File: src/rtl/pc_stage_ras.sv
// Fetch-stage PC register with next-PC select, DEPTH-entry return-address stack and IorD address mux.
// Optional: define PC_ALIGN_CHECK_EN to add the misalign output and block odd next-PC loads.
module pc_stage_ras #(
    parameter int               WIDTH    = 16,
    parameter int               DEPTH    = 4,
    parameter int               PC_INC   = 2,
    parameter logic [WIDTH-1:0] RESET_PC = '0
) (
    input  logic             CLK,
    input  logic             reset,
    input  logic             pc_w,
    input  logic [1:0]       pcsrc,
    input  logic             push,
    input  logic             err_clr,
    input  logic [WIDTH-1:0] alu_in,
    input  logic [WIDTH-1:0] mdr_in,
    input  logic [WIDTH-1:0] aluout_in,
    input  logic [WIDTH-1:0] imm_in,
    input  logic [WIDTH-1:0] mem_in,
    input  logic [1:0]       iord,
    output logic [WIDTH-1:0] iord_out,
    output logic [WIDTH-1:0] pc_out,
    output logic             ras_empty,
    output logic             ras_full,
`ifdef PC_ALIGN_CHECK_EN
    output logic             misalign,
`endif
    output logic             ras_err
);

    localparam int AW = (DEPTH > 1) ? $clog2(DEPTH) : 1;
    localparam int CW = AW + 1;

    typedef enum logic [1:0] {
        SRC_INC = 2'd0,
        SRC_ALU = 2'd1,
        SRC_MDR = 2'd2,
        SRC_RAS = 2'd3
    } pcsrc_e;

    typedef enum logic [1:0] {
        ADR_PC     = 2'd0,
        ADR_ALUOUT = 2'd1,
        ADR_IMM    = 2'd2,
        ADR_MEM    = 2'd3
    } iord_e;

    logic [WIDTH-1:0] ras_mem [DEPTH];
    logic [CW-1:0]    count;
    logic [AW-1:0]    push_idx;
    logic [AW-1:0]    top_idx;
    logic [WIDTH-1:0] pc_inc;
    logic [WIDTH-1:0] ras_top;
    logic [WIDTH-1:0] next_pc;

    logic pop_req;
    logic push_req;
    logic pop_empty;
    logic push_full;
    logic hold;
    logic do_pop;
    logic do_push;
    logic do_swap;
    logic load_pc;
    logic err_set;

    assign pc_inc    = pc_out + WIDTH'(PC_INC);
    assign ras_empty = (count == '0);
    assign ras_full  = (count == CW'(DEPTH));

    // With DEPTH a power of two, the low bits of count index the next free slot and wrap cleanly for the top.
    assign push_idx = count[AW-1:0];
    assign top_idx  = push_idx - AW'(1);
    assign ras_top  = ras_mem[top_idx];

    assign pop_req   = pc_w && (pcsrc == SRC_RAS);
    assign push_req  = pc_w && push;
    assign pop_empty = pop_req && ras_empty;
    assign push_full = push_req && !pop_req && ras_full;

    // NOTE: every always_comb output gets a default before the case so no path can infer a latch.
    always_comb begin
        next_pc = pc_inc;
        unique case (pcsrc_e'(pcsrc))
            SRC_INC: next_pc = pc_inc;
            SRC_ALU: next_pc = alu_in;
            SRC_MDR: next_pc = mdr_in;
            SRC_RAS: next_pc = pop_empty ? pc_out : ras_top;
        endcase
    end

`ifdef PC_ALIGN_CHECK_EN
    assign misalign = pc_w && next_pc[0];
    assign hold     = misalign;
`else
    assign hold     = 1'b0;
`endif

    assign do_pop  = pop_req && !ras_empty && !push && !hold;
    assign do_swap = pop_req && !ras_empty && push && !hold;
    assign do_push = push_req && !pop_req && !ras_full && !hold;
    assign load_pc = pc_w && !pop_empty && !hold;
    assign err_set = (pop_empty || push_full) && !hold;

    always_comb begin
        iord_out = pc_out;
        unique case (iord_e'(iord))
            ADR_PC:     iord_out = pc_out;
            ADR_ALUOUT: iord_out = aluout_in;
            ADR_IMM:    iord_out = imm_in;
            ADR_MEM:    iord_out = mem_in;
        endcase
    end

    // NOTE: sequential state uses non-blocking assignments so every register samples pre-edge values.
    always_ff @(posedge CLK or negedge reset) begin
        if (!reset) begin
            pc_out  <= RESET_PC;
            count   <= '0;
            ras_err <= 1'b0;
        end else begin
            if (load_pc) begin
                pc_out <= next_pc;
            end
            if (do_push) begin
                count <= count + CW'(1);
            end else if (do_pop) begin
                count <= count - CW'(1);
            end
            if (err_set) begin
                ras_err <= 1'b1;
            end else if (err_clr) begin
                ras_err <= 1'b0;
            end
        end
    end

    // NOTE: stack entries carry no reset; clearing count is enough to make them unreachable.
    always_ff @(posedge CLK) begin
        if (do_push) begin
            ras_mem[push_idx] <= pc_inc;
        end else if (do_swap) begin
            ras_mem[top_idx] <= pc_inc;
        end
    end

endmodule

File: config.mk
export PLATFORM = sky130hd
export DESIGN_NAME = pc_stage_ras
export DESIGN_NICKNAME = d
export VERILOG_FILES = /design/src/rtl/pc_stage_ras.sv
export SDC_FILE = /design/constraint.sdc
export NUM_CORES = 1
export LEC_CHECK = 0
export ABC_AREA = 1
export CELL_PAD_IN_SITES_DETAIL_PLACEMENT = 2
export CELL_PAD_IN_SITES_GLOBAL_PLACEMENT = 2
export CORE_ASPECT_RATIO = 0.5
export CORE_MARGIN = 2
export CORE_UTILIZATION = 30
export DETAILED_ROUTE_END_ITERATION = 12
export PLACE_DENSITY = 0.89
export SLEW_MARGIN = 10
export SYNTH_ARGS = -nofsm -noshare
export SYNTH_HDL_FRONTEND = slang
export SYNTH_SLANG_ARGS = --single-unit
File: constraint.sdc
create_clock -name CLK -period 4.1 [get_ports CLK]
set_input_delay 0.615 -clock CLK [delete_from_list [all_inputs] [get_ports CLK]]
set_output_delay 0.615 -clock CLK [all_outputs]
set_load 0.03 [all_outputs]
==> impl_results.html, run 1 <==
<table>
<tr><th>Metric</th><th>Value</th></tr>
<tr><th colspan="2">Logic synthesis</th></tr>
<tr><td>Synthesized instance count</td><td>approximately 600</td></tr>
<tr><td>Number of synthesized register bits</td><td>84</td></tr>
<tr><td>Mux contribution to synthesized area</td><td>0%</td></tr>
<tr><td>Fraction of the yosys area taken by sequential cells</td><td>about half</td></tr>
<tr><td>Synth Area in Compound Gates</td><td>under 10%</td></tr>
<tr><td>Synthesized cell area</td><td>4780 um2</td></tr>
<tr><td>Simple-Gate Fraction of Synth Area</td><td>34.0%</td></tr>
<tr><td>Count of distinct cell types in the synthesized netlist</td><td>30</td></tr>
<tr><td>Fraction of the mapped netlist area in adder cells</td><td>about 2.0%</td></tr>
<tr><td>Synth Warn #</td><td>0</td></tr>
<tr><td>Mean area per synthesized cell</td><td>between 7 and 8 um2</td></tr>
<tr><td>Share of the synthesized netlist area taken by xor and xnor gates</td><td>less than 1%</td></tr>
<tr><td>Total nets after synthesis</td><td>approximately 700</td></tr>
<tr><td>Largest family of logic cells by synthesized area</td><td>simple AND/OR/NAND/NOR gates</td></tr>
<tr><th colspan="2">CTS</th></tr>
<tr><td>CTS buffer count</td><td>9</td></tr>
<tr><td>Number of setup buffers added after CTS</td><td>0</td></tr>
<tr><td>TritonCTS sink count</td><td>84</td></tr>
<tr><td>Library cell used as clock root buffer</td><td>sky130_fd_sc_hd__clkbuf_16</td></tr>
<tr><td>CTS Hold Buffers Added</td><td>0</td></tr>
<tr><td>Depth of the CTS H-tree</td><td>3</td></tr>
<tr><td>TritonCTS clock tree</td><td>done</td></tr>
<tr><td>Worst skew pair latency</td><td>0.35 ns</td></tr>
<tr><td>Cts repair resizes</td><td>0</td></tr>
<tr><td>Register clock-pin slew on the reported worst setup and hold paths</td><td>0.06 ns</td></tr>
<tr><td>Buffer depth of the longest clock path</td><td>2</td></tr>
<tr><th colspan="2">GRT</th></tr>
<tr><td>Maximum number of pins on one net before global-route repair</td><td>43</td></tr>
<tr><td>Initial antenna violation count</td><td>0</td></tr>
<tr><td>Gr usage total</td><td>24.9%</td></tr>
<tr><td>First-pass GRT wire length</td><td>about 32,000 um</td></tr>
<tr><td>Congestion Overflow GR</td><td>0</td></tr>
<tr><td>Vias in the first global route</td><td>between 5,000 and 6,000</td></tr>
<tr><th colspan="2">Place</th></tr>
<tr><td>IO Port Bufs</td><td>approximately 120</td></tr>
<tr><td>DP Wirelength</td><td>between 10,000 and 15,000 um</td></tr>
<tr><td>Final weighted congestion in routability-driven placement</td><td>between 0.7 and 0.8</td></tr>
<tr><td>Dpl cell area</td><td>around 6200 um2</td></tr>
<tr><th colspan="2">Timing</th></tr>
<tr><td>Setup tns final</td><td>0 ns</td></tr>
<tr><td>Max-slew violation count</td><td>0</td></tr>
<tr><td>Unrepaired setup endpoints after global routing</td><td>false</td></tr>
<tr><td>Final worst-path cycle share</td><td>around 83%</td></tr>
<tr><td>Number of hold-slack violations in the final timing report</td><td>0</td></tr>
<tr><td>Measured slew at the worst slew-check pin</td><td>1.14 ns</td></tr>
<tr><td>Post-route clock skew</td><td>about 0.011 ns</td></tr>
<tr><td>Post-layout minimum cycle time</td><td>3.39 ns</td></tr>
<tr><td>Final setup violating endpoints</td><td>0</td></tr>
<tr><td>Maximum clock frequency</td><td>slightly below 300 MHz</td></tr>
<tr><td>Max transition margin</td><td>24.0%</td></tr>
<tr><th colspan="2">Floorplanning</th></tr>
<tr><td>Core Footprint</td><td>15,500 um2</td></tr>
<tr><td>Die width</td><td>approximately 180 um</td></tr>
<tr><td>Starting utilization of the core area</td><td>between 30 and 40%</td></tr>
<tr><td>Die height</td><td>just over 90 um</td></tr>
<tr><td>Overall die area</td><td>approximately 17,000 um2</td></tr>
<tr><td>Site Rows</td><td>32</td></tr>
<tr><td>Ports placed on the boundary</td><td>124</td></tr>
<tr><th colspan="2">Power</th></tr>
<tr><td>Leak pwr</td><td>0.00276 uW</td></tr>
<tr><td>Total chip power</td><td>3850 uW</td></tr>
<tr><td>Largest voltage drop on the vdd net</td><td>approximately 210 uV</td></tr>
<tr><td>Ratio of total power to cell area</td><td>593 nW/um2</td></tr>
<tr><th colspan="2">Routing</th></tr>
<tr><td>Met2 routed wirelength</td><td>about 9500 um</td></tr>
<tr><td>Vias after detailed routing</td><td>slightly below 5,000</td></tr>
<tr><td>Length of routed met3 wiring</td><td>around 1500 um</td></tr>
<tr><td>Routed Wire Length</td><td>around 20,000 um</td></tr>
<tr><td>Drt via density</td><td>5.21</td></tr>
<tr><td>Iteration count of the initial detailed-routing pass</td><td>5</td></tr>
<tr><td>Post-detailed-route DRC marker count</td><td>0</td></tr>
<tr><td>Max layer used</td><td>met4</td></tr>
<tr><td>Count of antenna-violating nets left after detailed routing</td><td>0</td></tr>
<tr><td>Routed met1 length</td><td>slightly below 9000 um</td></tr>
<tr><td>Starting DRT DRC Count</td><td>approximately 300</td></tr>
<tr><td>Routed WL per cell</td><td>between 20 and 25 um</td></tr>
<tr><th colspan="2">Layout</th></tr>
<tr><td>Most common cell after layout, fill and taps aside</td><td>sky130_fd_sc_hd__nand2_1</td></tr>
<tr><td>Summed area of non-filler cells in the final layout</td><td>6500 um2</td></tr>
<tr><td>Nets</td><td>between 800 and 900</td></tr>
<tr><td>Layout overhead on the synthesized area</td><td>36.0%</td></tr>
<tr><td>Leading cell types in the layout, fill and taps excluded</td><td>sky130_fd_sc_hd__nand2_1 (261), sky130_fd_sc_hd__clkdlybuf4s50_1 (123), sky130_fd_sc_hd__edfxtp_1 (64)</td></tr>
<tr><td>Antenna diode count</td><td>0</td></tr>
<tr><td>Layout cell share with drive strength beyond 1</td><td>6.58%</td></tr>
<tr><th colspan="2">Setup path</th></tr>
<tr><td>Worst EP required</td><td>approximately 3.5 ns</td></tr>
<tr><td>Slack of the worst reg-to-reg path</td><td>~1.6 ns</td></tr>
<tr><td>Endpoint kind of the worst setup timing path</td><td>output port</td></tr>
<tr><td>Arrival time reported for the critical path endpoint</td><td>2.78 ns</td></tr>
<tr><td>Launching point of the worst reg2reg path</td><td>count[0]</td></tr>
<tr><td>Slowest cell on the critical path</td><td>sky130_fd_sc_hd__clkdlybuf4s50_1</td></tr>
<tr><td>Cell count of the worst reg-to-reg path</td><td>8</td></tr>
<tr><td>Reg-to-Reg End</td><td>ras_mem[0][12]</td></tr>
<tr><td>Class of the most critical setup path</td><td>input port to output port</td></tr>
<tr><td>Largest fanout on the critical path</td><td>9</td></tr>
<tr><td>Critical Path Most Common Cell</td><td>sky130_fd_sc_hd__clkdlybuf4s50_1</td></tr>
<tr><td>Critical path startpoint category</td><td>input port</td></tr>
<tr><td>Biggest cell delay along the critical path</td><td>between 0.6 and 0.7 ns</td></tr>
<tr><td>Series of cell instances along the critical path</td><td>clkdlybuf4s50_1 -&gt; inv_1 -&gt; nor2_1 -&gt; buf_4 -&gt; nand2_1 -&gt; nand4_1 -&gt; clkdlybuf4s50_1</td></tr>
<tr><th colspan="2">Min path</th></tr>
<tr><td>Hold Path Cell Cnt</td><td>2</td></tr>
<tr><td>Worst hold endpoint</td><td>pc_out[15]</td></tr>
<tr><td>Worst min path class</td><td>flip-flop to flip-flop</td></tr>
<tr><td>Min-delay src</td><td>pc_out[15]</td></tr>
<tr><th colspan="2">Run status</th></tr>
<tr><td>Result of the run</td><td>completed</td></tr>
<tr><th colspan="2">Flow run</th></tr>
<tr><td>Max-cap check violation count</td><td>0</td></tr>
</table>
state kept, by name (all words and copies together), names as in the netlist:
signal and flops:
count 3, pc_out 16, ras_err 1, ras_mem 64
worst max-delay path: cells and delay by family:
kind	cells	cell delay, ns
buffers and inverters	4	1.55
and+or+nand+nor	3	0.61
cell families after synthesis:
| group | after synthesis |
|---|---|
| compound gates | 51 |
| buf+inv | 77 |
| fa+ha+maj | 7 |
| flops | 84 |
| xor+xnor | 4 |
| simple gates | 380 |
metrics by stage:
stage	util (%)	worst slack, ns	instances	hold WS, ns
after detailed placement	40.1	0.661	917	0.579
final	41.9	0.707	933	0.581
after floorplan	-	1.55	603	0.319
after global routing	41.9	0.493	933	0.620
after global placement	40.1	0.803	917	0.561
after CTS	41.9	0.656	933	0.591
how the worst max path moves through the flow:
stage             start       endpoint  slack, ns
3_3_place_gp    iord[1]    iord_out[4]       0.80
6_report        iord[1]    iord_out[4]       0.71
3_5_place_dp    iord[1]    iord_out[4]       0.66
5_1_grt         iord[1]    iord_out[3]       0.49
2_1_floorplan  count[0]  ras_mem[1][0]       1.55
4_1_cts         iord[1]    iord_out[4]       0.66
metal layers:
| metal | global-route usage, % | up-vias |
|---|---|---|
| met5 | 0 | - |
| met4 | 6.45 | 0 |
| met3 | 7.24 | 29 |
| met2 | 42.0 | 200 |
| met1 | 31.5 | 2438 |
| li1 | - | 2194 |
cells in the mapped netlist (all sizes together):
cell type	n	area, um2
nand4	22	138
inv	52	198
buf	21	119
edfxtp	64	1920
ha	6	75.1
a21oi	21	105
o221ai	1	8.76
xor2	4	35.0
or2	1	6.26
nor3	1	5.00
clkbuf	4	16.3
nand2	264	998
nand3	37	210
nand3b	5	37.5
fa	1	20.0
dfrtp	20	500
o21ai	29	156
nand2b	1	13.8
nor2	49	214
power by group:
part	total (uW)	switching (uW)	leakage [uW]	internal (uW)
clock network	805	333	0.000138	472
logic	1780	1240	0.00179	549
registers	1270	140	0.000835	1120
total	3850	1710	0.00276	2150
cell type report:
cell class | count | area, um2
clock inverter | 3 | 40.0
multi-input combinational | 442 | 2020
timing repair buffer | 135 | 1320
inverter | 52 | 198
sequential | 84 | 2420
clock buffer | 13 | 240
tap | 204 | 255
fill | 1693 | 8990
Power figures use the tool's default switching activity.
==> inputs of run 2 (changes only) <==
--- a/config.mk
+++ b/config.mk
@@ -10,9 +10,9 @@
 export CELL_PAD_IN_SITES_GLOBAL_PLACEMENT = 2
 export CORE_ASPECT_RATIO = 0.5
 export CORE_MARGIN = 2
-export CORE_UTILIZATION = 30
+export CORE_UTILIZATION = 25
 export DETAILED_ROUTE_END_ITERATION = 12
-export PLACE_DENSITY = 0.89
+export PLACE_DENSITY = 0.79
 export SLEW_MARGIN = 10
 export SYNTH_ARGS = -nofsm -noshare
 export SYNTH_HDL_FRONTEND = slang
==> constraint.sdc (replaced) <==
create_clock -name CLK -period 3.1 [get_ports CLK]
set_input_delay 0.465 -clock CLK [delete_from_list [all_inputs] [get_ports CLK]]
set_output_delay 0.465 -clock CLK [all_outputs]
set_load 0.03 [all_outputs]
==> run 2 against run 1 <==
Power grew 29%. Highest routed layer unchanged. Via count shrank 5.2%. Critical path depth shrank 2. Hold slack lost 0.11 ns. Register-to-register slack lost 0.88 ns. Die area grew 19%. Count of clock-buffer cells in the layout shrank 2. Sequential power grew 31%. Flip-flop and latch count is the same. Non-clock buffer count grew 2. Wire length shrank 9.9%. Utilization shrank 6.7 points.
==> impl_results.html, run 2 (synthesized netlist as in run 1, its figures left out) <==
<table>
<tr><th>Metric</th><th>Value</th></tr>
<tr><th colspan="2">CTS</th></tr>
<tr><td>TritonCTS sink count</td><td>between 80 and 90</td></tr>
<tr><td>Cts repair resizes</td><td>0</td></tr>
<tr><td>CTS Hold Buffers Added</td><td>0</td></tr>
<tr><td>TritonCTS clock tree</td><td>done</td></tr>
<tr><td>Worst skew pair latency</td><td>~0.35 ns</td></tr>
<tr><td>CTS buffer count</td><td>9</td></tr>
<tr><td>Library cell used as clock root buffer</td><td>sky130_fd_sc_hd__clkbuf_16</td></tr>
<tr><td>Buffer depth of the longest clock path</td><td>2</td></tr>
<tr><td>Depth of the CTS H-tree</td><td>3</td></tr>
<tr><td>Number of setup buffers added after CTS</td><td>0</td></tr>
<tr><td>Register clock-pin slew on the reported worst setup and hold paths</td><td>0.06 ns</td></tr>
<tr><th colspan="2">Routing</th></tr>
<tr><td>Routed met1 length</td><td>8810 um</td></tr>
<tr><td>Post-detailed-route DRC marker count</td><td>0</td></tr>
<tr><td>Routed WL per cell</td><td>around 18 um</td></tr>
<tr><td>Length of routed met3 wiring</td><td>between 900 and 1000 um</td></tr>
<tr><td>Count of antenna-violating nets left after detailed routing</td><td>0</td></tr>
<tr><td>Met2 routed wirelength</td><td>about 8200 um</td></tr>
<tr><td>Drt via density</td><td>4.65</td></tr>
<tr><td>Max layer used</td><td>met4</td></tr>
<tr><td>Iteration count of the initial detailed-routing pass</td><td>4</td></tr>
<tr><td>Starting DRT DRC Count</td><td>260</td></tr>
<tr><td>Routed Wire Length</td><td>about 18,000 um</td></tr>
<tr><td>Vias after detailed routing</td><td>between 4,000 and 5,000</td></tr>
<tr><th colspan="2">Place</th></tr>
<tr><td>DP Wirelength</td><td>14,100 um</td></tr>
<tr><td>Dpl cell area</td><td>between 6000 and 7000 um2</td></tr>
<tr><td>Final weighted congestion in routability-driven placement</td><td>0.777</td></tr>
<tr><td>IO Port Bufs</td><td>between 100 and 150</td></tr>
<tr><th colspan="2">GRT</th></tr>
<tr><td>Maximum number of pins on one net before global-route repair</td><td>43</td></tr>
<tr><td>Gr usage total</td><td>about a fifth</td></tr>
<tr><td>Congestion Overflow GR</td><td>0</td></tr>
<tr><td>Vias in the first global route</td><td>~5,000</td></tr>
<tr><td>First-pass GRT wire length</td><td>between 20,000 and 30,000 um</td></tr>
<tr><td>Initial antenna violation count</td><td>0</td></tr>
<tr><th colspan="2">Layout</th></tr>
<tr><td>Summed area of non-filler cells in the final layout</td><td>around 6600 um2</td></tr>
<tr><td>Nets</td><td>roughly 820</td></tr>
<tr><td>Register name with the most flops</td><td>ras_mem</td></tr>
<tr><td>Number of flip-flops in the largest register</td><td>64</td></tr>
<tr><td>Layout overhead on the synthesized area</td><td>37.1%</td></tr>
<tr><td>Biggest registers after layout</td><td>ras_mem: 64 flops, pc_out: 16 flops, count: 3 flops</td></tr>
<tr><td>Layout cell share with drive strength beyond 1</td><td>about a tenth</td></tr>
<tr><td>Most common cell after layout, fill and taps aside</td><td>sky130_fd_sc_hd__nand2_1</td></tr>
<tr><td>Leading cell types in the layout, fill and taps excluded</td><td>sky130_fd_sc_hd__nand2_1 (261), sky130_fd_sc_hd__clkdlybuf4s50_1 (107), sky130_fd_sc_hd__edfxtp_1 (64)</td></tr>
<tr><td>Antenna diode count</td><td>0</td></tr>
<tr><th colspan="2">Floorplanning</th></tr>
<tr><td>Ports placed on the boundary</td><td>between 100 and 150</td></tr>
<tr><td>Site Rows</td><td>35</td></tr>
<tr><td>Core Footprint</td><td>between 15,000 and 20,000 um2</td></tr>
<tr><td>Die height</td><td>between 100 and 150 um</td></tr>
<tr><td>Overall die area</td><td>20,300 um2</td></tr>
<tr><td>Die width</td><td>200 um</td></tr>
<tr><td>Starting utilization of the core area</td><td>between 20% and 30%</td></tr>
<tr><th colspan="2">Timing</th></tr>
<tr><td>Unrepaired setup endpoints after global routing</td><td>false</td></tr>
<tr><td>Final setup violating endpoints</td><td>0</td></tr>
<tr><td>Final Hold Slack</td><td>0.474 ns</td></tr>
<tr><td>Setup tns final</td><td>0 ns</td></tr>
<tr><td>Max transition margin</td><td>approximately 52%</td></tr>
<tr><td>Number of hold-slack violations in the final timing report</td><td>0</td></tr>
<tr><td>Post-route clock skew</td><td>between 0.007 and 0.008 ns</td></tr>
<tr><td>Post-layout minimum cycle time</td><td>between 2 and 3 ns</td></tr>
<tr><td>Max-slew violation count</td><td>0</td></tr>
<tr><td>Maximum clock frequency</td><td>between 300 and 400 MHz</td></tr>
<tr><td>Measured slew at the worst slew-check pin</td><td>0.719 ns</td></tr>
<tr><td>Final worst-path cycle share</td><td>85.6%</td></tr>
<tr><th colspan="2">Setup path</th></tr>
<tr><td>Largest fanout on the critical path</td><td>26</td></tr>
<tr><td>Class of the most critical setup path</td><td>flip-flop to output port</td></tr>
<tr><td>Endpoint kind of the worst setup timing path</td><td>output port</td></tr>
<tr><td>Arrival time reported for the critical path endpoint</td><td>2.19 ns</td></tr>
<tr><td>Cell count of the worst reg-to-reg path</td><td>8</td></tr>
<tr><td>Critical path startpoint category</td><td>flip-flop</td></tr>
<tr><td>Worst EP required</td><td>2.63 ns</td></tr>
<tr><th colspan="2">Run status</th></tr>
<tr><td>Result of the run</td><td>completed</td></tr>
<tr><th colspan="2">Power</th></tr>
<tr><td>Largest voltage drop on the vdd net</td><td>323 uV</td></tr>
<tr><td>Ratio of total power to cell area</td><td>between 700 and 800 nW/um2</td></tr>
<tr><td>Leak pwr</td><td>about 0.0028 uW</td></tr>
<tr><td>Total chip power</td><td>4970 uW</td></tr>
<tr><th colspan="2">Flow run</th></tr>
<tr><td>Max-cap check violation count</td><td>0</td></tr>
<tr><th colspan="2">Min path</th></tr>
<tr><td>Worst min path class</td><td>input port to async pin</td></tr>
</table>
==> run 2: critical path, stage by stage (launching register included) <==
cell                              delay [ns]
sky130_fd_sc_hd__dfrtp_1                0.41
sky130_fd_sc_hd__inv_4                  0.24
sky130_fd_sc_hd__ha_1                   0.25
sky130_fd_sc_hd__nand2_1                0.10
sky130_fd_sc_hd__inv_1                  0.12
sky130_fd_sc_hd__clkdlybuf4s50_1        0.72
==> run 2: through the flow <==
step / setup slack [ns] / cells / util [%]
2_1_floorplan: 0.551 / 603 / -
3_5_place_dp: 0.488 / 974 / 33.7
6_report: 0.445 / 990 / 35.3
3_3_place_gp: 0.623 / 974 / 33.7
4_1_cts: 0.385 / 990 / 35.3
5_1_grt: 0.290 / 990 / 35.3
==> run 2: per-layer routing <==
metal / GRT usage [%] / vias to the layer above
met5: 0 / -
met4: 4.50 / 0
met3: 3.46 / 16
met2: 30.7 / 97
met1: 26.6 / 2298
li1: - / 2197
==> run 2: worst paths after layout <==
check,start,endpoint,slack [ns]
max,count[0],ras_full,0.45
min,reset,ras_err,0.47
max reg2reg,count[0],ras_mem[0][6],0.69
min reg2reg,count[2],count[2],0.61
max in group asynchronous,reset,pc_out[1],2.39
min in group CLK,count[2],count[2],0.61
==> run 2: cell type report <==
cell class / instances / area, um2
clock buffers: 11 / 233
multi-input cells: 442 / 2020
well taps: 259 / 324
repair buffers: 137 / 1300
inverters: 52 / 198
clock inverters: 5 / 53.8
flip-flops and latches: 84 / 2420
fillers: 2151 / 12000
==> run 2: report_power, final <==
group,switching (uW),internal [uW],leakage (uW)
sequential,184,1490,0.000835
clock,436,622,0.000143
combinational,1530,715,0.00182
total,2150,2820,0.00280
==> inputs of run 3 (changes only) <==
--- a/config.mk
+++ b/config.mk
@@ -5,14 +5,13 @@
 export SDC_FILE = /design/constraint.sdc
 export NUM_CORES = 1
 export LEC_CHECK = 0
-export ABC_AREA = 1
 export CELL_PAD_IN_SITES_DETAIL_PLACEMENT = 2
 export CELL_PAD_IN_SITES_GLOBAL_PLACEMENT = 2
 export CORE_ASPECT_RATIO = 0.5
 export CORE_MARGIN = 2
-export CORE_UTILIZATION = 25
+export CORE_UTILIZATION = 29
 export DETAILED_ROUTE_END_ITERATION = 12
-export PLACE_DENSITY = 0.79
+export PLACE_DENSITY = 0.8
 export SLEW_MARGIN = 10
 export SYNTH_ARGS = -nofsm -noshare
 export SYNTH_HDL_FRONTEND = slang
==> run 3 against run 2 <==
Combinational power down 14%. Wire length down 8.2%. Setup slack worse by 0.19 ns. Sequential share of layout area up 1.2 points. Synthesized cell count down 46%. Global-route usage up 1.6 points. Clock skew up 0.0034 ns. Via count down 22%. Design area down 3.3%. Sequential power about the same. Hold slack better by 0.026 ns. Critical path type is now input port to output port. Largest power group unchanged. Highest routed layer unchanged.
==> impl_results.html, run 3 <==
<table>
<tr><th>Metric</th><th>Value</th></tr>
<tr><th colspan="2">Place</th></tr>
<tr><td>IO Port Bufs</td><td>between 100 and 150</td></tr>
<tr><td>Dpl cell area</td><td>between 6000 and 7000 um2</td></tr>
<tr><td>DP Wirelength</td><td>between 10,000 and 15,000 um</td></tr>
<tr><td>Final weighted congestion in routability-driven placement</td><td>approximately 0.75</td></tr>
<tr><td>Worst setup slack before clock tree synthesis</td><td>between 0.2 and 0.25 ns</td></tr>
<tr><th colspan="2">Power</th></tr>
<tr><td>Leak pwr</td><td>around 0.0023 uW</td></tr>
<tr><td>Switching power share of the total</td><td>a little over a third</td></tr>
<tr><td>Psw</td><td>1720 uW</td></tr>
<tr><td>Total chip power</td><td>4790 uW</td></tr>
<tr><td>Internal power consumption</td><td>slightly above 3000 uW</td></tr>
<tr><td>Portion of total power attributed to combinational logic</td><td>40.5%</td></tr>
<tr><td>Ratio of total power to cell area</td><td>around 760 nW/um2</td></tr>
<tr><td>Largest voltage drop on the vdd net</td><td>approximately 320 uV</td></tr>
<tr><td>Part of the power in registers</td><td>34.9%</td></tr>
<tr><td>Clock network fraction of design power</td><td>24.6%</td></tr>
<tr><th colspan="2">Layout</th></tr>
<tr><td>Nets</td><td>between 500 and 600</td></tr>
<tr><td>Register cell area after layout</td><td>2420 um2</td></tr>
<tr><td>Most common cell after layout, fill and taps aside</td><td>sky130_fd_sc_hd__clkdlybuf4s50_1</td></tr>
<tr><td>Area of the multi-input gates</td><td>between 1500 and 2000 um2</td></tr>
<tr><td>Register name with the most flops</td><td>ras_mem</td></tr>
<tr><td>Number of flip-flops in the largest register</td><td>64</td></tr>
<tr><td>Biggest registers after layout</td><td>ras_mem: 64 flops, pc_out: 16 flops, count: 3 flops</td></tr>
<tr><td>Summed area of non-filler cells in the final layout</td><td>~6300 um2</td></tr>
<tr><td>Layout cell share with drive strength beyond 1</td><td>approximately 14%</td></tr>
<tr><td>Antenna diode count</td><td>0</td></tr>
<tr><td>Leading cell types in the layout, fill and taps excluded</td><td>sky130_fd_sc_hd__clkdlybuf4s50_1 (122), sky130_fd_sc_hd__edfxtp_1 (64), sky130_fd_sc_hd__buf_4 (25)</td></tr>
<tr><td>Fillcell total</td><td>~1,500</td></tr>
<tr><td>Layout overhead on the synthesized area</td><td>41.3%</td></tr>
<tr><th colspan="2">Logic synthesis</th></tr>
<tr><td>Synthesized cell area</td><td>4480 um2</td></tr>
<tr><td>Count of distinct cell types in the synthesized netlist</td><td>49</td></tr>
<tr><td>Number of enable flip-flop cells after synthesis</td><td>64</td></tr>
<tr><td>Cell with the most instances after synthesis</td><td>sky130_fd_sc_hd__edfxtp_1</td></tr>
<tr><td>Share of async-settable or async-resettable flops after synthesis</td><td>a little under a quarter</td></tr>
<tr><td>Top-area cell type share of the netlist area</td><td>approximately 43%</td></tr>
<tr><td>Mean area per synthesized cell</td><td>13.7 um2</td></tr>
<tr><td>Total nets after synthesis</td><td>between 400 and 500</td></tr>
<tr><td>Cell types with the largest area share after synthesis</td><td>sky130_fd_sc_hd__edfxtp_1 (43%), sky130_fd_sc_hd__dfrtp_1 (11%), sky130_fd_sc_hd__mux4_2 (8.5%), sky130_fd_sc_hd__mux2i_1 (4.7%), sky130_fd_sc_hd__mux4_1 (3.5%)</td></tr>
<tr><td>Synth Warn #</td><td>0</td></tr>
<tr><td>Most instantiated flip-flop cell in the synthesis netlist</td><td>sky130_fd_sc_hd__edfxtp_1</td></tr>
<tr><td>Number of synthesized register bits</td><td>between 80 and 90</td></tr>
<tr><td>Library cell occupying the most area in the post-synthesis netlist</td><td>sky130_fd_sc_hd__edfxtp_1</td></tr>
<tr><td>Synth cell count leaders</td><td>sky130_fd_sc_hd__edfxtp_1 (64), sky130_fd_sc_hd__mux2i_1 (21), sky130_fd_sc_hd__dfrtp_1 (20)</td></tr>
<tr><td>Fraction of the yosys area taken by sequential cells</td><td>between 50% and 60%</td></tr>
<tr><td>Synthesized instance count</td><td>roughly 330</td></tr>
<tr><th colspan="2">Setup path</th></tr>
<tr><td>Number of buffers and inverters on the critical path</td><td>3</td></tr>
<tr><td>Biggest cell delay along the critical path</td><td>around 0.62 ns</td></tr>
<tr><td>Critical Path Most Common Cell</td><td>sky130_fd_sc_hd__clkdlybuf4s50_1</td></tr>
<tr><td>Class of the most critical setup path</td><td>input port to output port</td></tr>
<tr><td>Series of cell instances along the critical path</td><td>clkdlybuf4s50_1 -&gt; buf_4 -&gt; mux4_2 -&gt; clkdlybuf4s50_1</td></tr>
<tr><td>Endpoint kind of the worst setup timing path</td><td>output port</td></tr>
<tr><td>Critical path startpoint category</td><td>input port</td></tr>
<tr><td>Slowest cell on the critical path</td><td>sky130_fd_sc_hd__clkdlybuf4s50_1</td></tr>
<tr><td>Largest fanout on the critical path</td><td>13</td></tr>
<tr><td>Worst EP required</td><td>2.63 ns</td></tr>
<tr><td>Dominant delay contributor by cell family on the critical path</td><td>buffers and inverters</td></tr>
<tr><td>Arrival time reported for the critical path endpoint</td><td>between 2 and 2.5 ns</td></tr>
<tr><th colspan="2">CTS</th></tr>
<tr><td>CTS Hold Buffers Added</td><td>0</td></tr>
<tr><td>Cts repair resizes</td><td>0</td></tr>
<tr><td>Number of setup buffers added after CTS</td><td>0</td></tr>
<tr><td>Library cell used as clock root buffer</td><td>sky130_fd_sc_hd__clkbuf_16</td></tr>
<tr><td>TritonCTS sink count</td><td>between 80 and 90</td></tr>
<tr><td>Register clock-pin slew on the reported worst setup and hold paths</td><td>0.07 ns</td></tr>
<tr><td>Depth of the CTS H-tree</td><td>3</td></tr>
<tr><td>CTS buffer count</td><td>9</td></tr>
<tr><td>Worst skew pair latency</td><td>roughly 0.35 ns</td></tr>
<tr><td>TritonCTS clock tree</td><td>done</td></tr>
<tr><td>Buffer depth of the longest clock path</td><td>2</td></tr>
<tr><th colspan="2">Routing</th></tr>
<tr><td>Count of antenna-violating nets left after detailed routing</td><td>0</td></tr>
<tr><td>Post-detailed-route DRC marker count</td><td>0</td></tr>
<tr><td>Starting DRT DRC Count</td><td>between 200 and 250</td></tr>
<tr><td>Vias after detailed routing</td><td>3,588</td></tr>
<tr><td>Drt via density</td><td>5.40</td></tr>
<tr><td>Routed WL per cell</td><td>between 20 and 30 um</td></tr>
<tr><td>Iteration count of the initial detailed-routing pass</td><td>6</td></tr>
<tr><td>Routed Wire Length</td><td>approximately 17,000 um</td></tr>
<tr><th colspan="2">GRT</th></tr>
<tr><td>Congestion Overflow GR</td><td>0</td></tr>
<tr><td>Gr usage total</td><td>between 20% and 30%</td></tr>
<tr><td>Vias in the first global route</td><td>~4,000</td></tr>
<tr><td>First-pass GRT wire length</td><td>around 25,000 um</td></tr>
<tr><td>Initial antenna violation count</td><td>0</td></tr>
<tr><td>Maximum number of pins on one net before global-route repair</td><td>21</td></tr>
<tr><th colspan="2">Timing</th></tr>
<tr><td>Final worst-path cycle share</td><td>around nine tenths</td></tr>
<tr><td>Final critical-path setup slack</td><td>0.260 ns</td></tr>
<tr><td>Setup tns final</td><td>0 ns</td></tr>
<tr><td>Number of hold-slack violations in the final timing report</td><td>0</td></tr>
<tr><td>Post-layout minimum cycle time</td><td>roughly 2.8 ns</td></tr>
<tr><td>Max transition margin</td><td>between 30% and 40%</td></tr>
<tr><td>Maximum clock frequency</td><td>around 350 MHz</td></tr>
<tr><td>Post-route clock skew</td><td>0.0108 ns</td></tr>
<tr><td>Measured slew at the worst slew-check pin</td><td>approximately 0.94 ns</td></tr>
<tr><td>Max-slew violation count</td><td>0</td></tr>
<tr><td>Final Hold Slack</td><td>between 0.4 and 0.5 ns</td></tr>
<tr><td>Final setup violating endpoints</td><td>0</td></tr>
<tr><td>Unrepaired setup endpoints after global routing</td><td>false</td></tr>
<tr><th colspan="2">Min path</th></tr>
<tr><td>Worst min path class</td><td>input port to async pin</td></tr>
<tr><th colspan="2">Floorplanning</th></tr>
<tr><td>Starting utilization of the core area</td><td>29.4%</td></tr>
<tr><td>Die height</td><td>about 90 um</td></tr>
<tr><td>Site Rows</td><td>32</td></tr>
<tr><td>Ports placed on the boundary</td><td>around 120</td></tr>
<tr><td>Core Footprint</td><td>approximately 15,000 um2</td></tr>
<tr><td>Overall die area</td><td>approximately 17,000 um2</td></tr>
<tr><td>Die width</td><td>approximately 180 um</td></tr>
<tr><th colspan="2">Flow run</th></tr>
<tr><td>Max-cap check violation count</td><td>0</td></tr>
<tr><th colspan="2">Run status</th></tr>
<tr><td>Result of the run</td><td>completed</td></tr>
</table>
-- run 3: cell types whose count changed after synthesis, moves of 9 or more --
cell | previous run | this run
sky130_fd_sc_hd__a21oi_1 | 21 | 9
sky130_fd_sc_hd__xnor2_1 | 0 | 10
sky130_fd_sc_hd__a221oi_1 | 0 | 10
sky130_fd_sc_hd__nand2_1 | 261 | 17
sky130_fd_sc_hd__o21ai_1 | 17 | 1
sky130_fd_sc_hd__inv_1 | 44 | 9
sky130_fd_sc_hd__mux4_2 | 0 | 17
sky130_fd_sc_hd__clkbuf_1 | 3 | 12
sky130_fd_sc_hd__mux2i_1 | 0 | 21
sky130_fd_sc_hd__nand4_1 | 22 | 8
sky130_fd_sc_hd__nor2_1 | 43 | 10
sky130_fd_sc_hd__nand3_1 | 32 | 7
-- run 3: path summary, 6_finish.rpt --
kind	end	slack, ns	from	cells after the start
max in group asynchronous	pc_out[15]	2.33	reset	2
setup / recovery	iord_out[1]	0.26	iord[1]	4
hold / removal	pc_out[3]	0.50	reset	2
hold reg to reg	ras_err	0.53	ras_err	2
min in group CLK	ras_err	0.53	ras_err	2
setup reg to reg	ras_mem[3][15]	0.70	pc_out[1]	4
-- run 3: area by class of cell --
cell class              instances  area share, %
flip-flops and latches         84           38.2
repair buffers                148           22.6
inverters                       9          0.533
clock inverters                 6           1.40
well taps                     204           4.03
multi-input cells             204           29.6
clock buffers                  10           3.61
-- run 3: stage by stage --
| step | instances | utilization [%] |
|---|---|---|
| final | 665 | 41.5 |
| after floorplan | 327 | - |
| after CTS | 665 | 41.5 |
| after global placement | 649 | 39.5 |
| after global routing | 665 | 41.5 |
| after detailed placement | 649 | 39.5 |
-- run 3: metal layers --
metal / GRT usage (%) / part of all wire [%] / wire length (um)
met1: 25.9 / 42 / 6950
met2: 36.6 / 51 / 8570
met3: 3.57 / 5.4 / 911
met4: 6.30 / 1.8 / 297
met5: 0 / 0 / 0
-- run 3: cell families (layout without fill, tap and decap cells) --
kind of cell,after synthesis,in the layout,synth area share (%)
AOI/OAI and AO/OA,72,72,12.0
xor gates and xnor gates,14,14,2.73
adders and majority gates,7,7,2.12
buffers and inverters,39,173,4.07
DFF,84,84,54.0
muxes,47,47,17.5
and+or+nand+nor,64,64,7.54
-- run 3: power by group through the flow --
| stage | Combinational (uW) | Sequential, uW | Clock (uW) |
|---|---|---|---|
| after floorplan | 1140 | 1730 | 0 |
| final | 1940 | 1670 | 1180 |
| after CTS | 1950 | 1670 | 1200 |
| after detailed placement | 1910 | 1690 | 0 |
| after global routing | 2060 | 1700 | 1240 |
| after global placement | 1830 | 1680 | 0 |
==> edit, RTL diff (flow settings as in run 2) <==
The parameter `WIDTH` goes from 16 to 12.
--- a/src/rtl/pc_stage_ras.sv
+++ b/src/rtl/pc_stage_ras.sv
@@ -2,5 +2,5 @@
 // Optional: define PC_ALIGN_CHECK_EN to add the misalign output and block odd next-PC loads.
 module pc_stage_ras #(
-    parameter int               WIDTH    = 16,
+    parameter int               WIDTH    = 12,
     parameter int               DEPTH    = 4,
     parameter int               PC_INC   = 2,
Ports: changed (7 resized); port bits go from 124 to 96. The function was not compared with the original's and may differ.
==> edit against run 2 <==
Utilization up 0.29 points. Synthesized area down 24%. Routed wire length down 31%. Sequential cell count down 20. Total power down 20%. Setup slack worse by 0.045 ns. Cell area down 22%. Clock power down 7%.
==> edit: results <==
export IMPL_outcome="finished, final reports clean"
export IMPL_nNetsFinal=630
export IMPL_synth_edf_count=48
export IMPL_synth_cell_types=29
export IMPL_viasPerCell=4.530
export IMPL_r2r_setup_slack_ns=0.84
export IMPL_cp_arrival_ns=2.24
export IMPL_crit_fanout=12
export IMPL_grt_pass1_wl_um=19660
export IMPL_portBuffers=95
export IMPL_synth_seq_area_share=0.5067
export IMPL_gp_congestion=0.7161
export IMPL_peakVddDrop_mv=0.3040
export IMPL_fill_cells=1674
export IMPL_finClkSkew_ns=0.007682
export IMPL_grt_max_degree=30
export IMPL_dp_hpwl_um=9377
export IMPL_ys_top_cells_by_count="194 x nand2_1, 48 x edfxtp_1, 39 x nor2_1"
export IMPL_synth_fp_nets=531
export IMPL_leakagePower_nw=2.199
export IMPL_worstMarginPinSlew_ns=0.9686
export IMPL_drtIter0Drc=165
export IMPL_globalRouteTotalUtil=0.1678
export IMPL_min_path_type="register to register"
export IMPL_async_flop_share=0.2500
export IMPL_avgRoutedWirePerCell_um=16.59
export IMPL_grt_pass1_vias=3709
export IMPL_synthTopCellsByArea="edfxtp_1 40%, nand2_1 20%, dfrtp_1 11%, nor2_1 4.0%, inv_1 3.7%"
export IMPL_clk_latency_ns=0.33
## edit: path summary, 6_finish.rpt
check	from	end	cells after the start
setup / recovery	iord[1]	iord_out[6]	6
max in group asynchronous	reset	pc_out[8]$_DFFE_PN0P_	1
min in group asynchronous	reset	count[2]$_DFFE_PN0P_	1
setup reg to reg	count[1]$_DFFE_PN0P_	ras_mem[0][8]$_DFFE_PP_	8
hold / removal	ras_err$_DFFE_PN0P_	ras_err$_DFFE_PN0P_	2
hold reg to reg	ras_err$_DFFE_PN0P_	ras_err$_DFFE_PN0P_	2
## edit: per-layer routing
layer,vias to the layer above,track usage,share of wire
li1,1670,-,-
met1,1669,0.2082,0.46
met2,83,0.2973,0.47
met3,7,0.04379,0.061
met4,0,0.04318,0.0075
met5,-,0,0
## edit: layout make-up
class	count	area [µm²]	area share
Clock buffer	11	232.7	0.04560
Multi-Input combinational cell	334	1544	0.3025
Inverter	39	146.4	0.02868
Sequential cell	64	1842	0.3609
Tap cell	198	247.7	0.04854
Timing Repair Buffer	106	1033	0.2025
Clock inverter	5	57.56	0.01128
## edit: power by group through the flow
stage / Combinational, mW / Clock, mW / Sequential, mW
2_1_floorplan: 0.994 / 0 / 1.34
3_3_place_gp: 1.65 / 0 / 1.28
3_5_place_dp: 1.73 / 0 / 1.29
4_1_cts: 1.75 / 1.01 / 1.27
5_1_grt: 1.91 / 1.04 / 1.30
6_report: 1.71 / 0.984 / 1.27
## edit: critical path, cell delays in order
cell and delay (ns):
clkdlybuf4s50_1 0.52, nand2_1 0.07, inv_1 0.29, nand2_1 0.10, nand4_1 0.11, clkdlybuf4s50_1 0.68
## edit: kinds of logic (layout without fill, tap and decap cells)
| kind of cell | Yosys count | after routing | synth area share |
|---|---|---|---|
| AOI/OAI and AO/OA | 37 | 37 | 0.05680 |
| xor gates and xnor gates | 5 | 5 | 0.01205 |
| adders and majority gates | 7 | 7 | 0.02616 |
| buffers and inverters | 57 | 161 | 0.06850 |
| DFF | 64 | 64 | 0.5067 |
| and+or+nand+nor | 285 | 285 | 0.3298 |
## edit: through the flow
step	std cells	util	cell area [µm²]	hold WS [ns]	setup WS (ns)
5_1_grt	757	0.3556	5104	0.6109	0.2757
2_1_floorplan	455	-	3635	0.1694	0.7413
4_1_cts	757	0.3556	5104	0.6005	0.3565
3_5_place_dp	741	0.3354	4813	0.5931	0.3702
3_3_place_gp	741	0.3354	4813	0.5624	0.3917
6_report	757	0.3556	5104	0.5902	0.3997
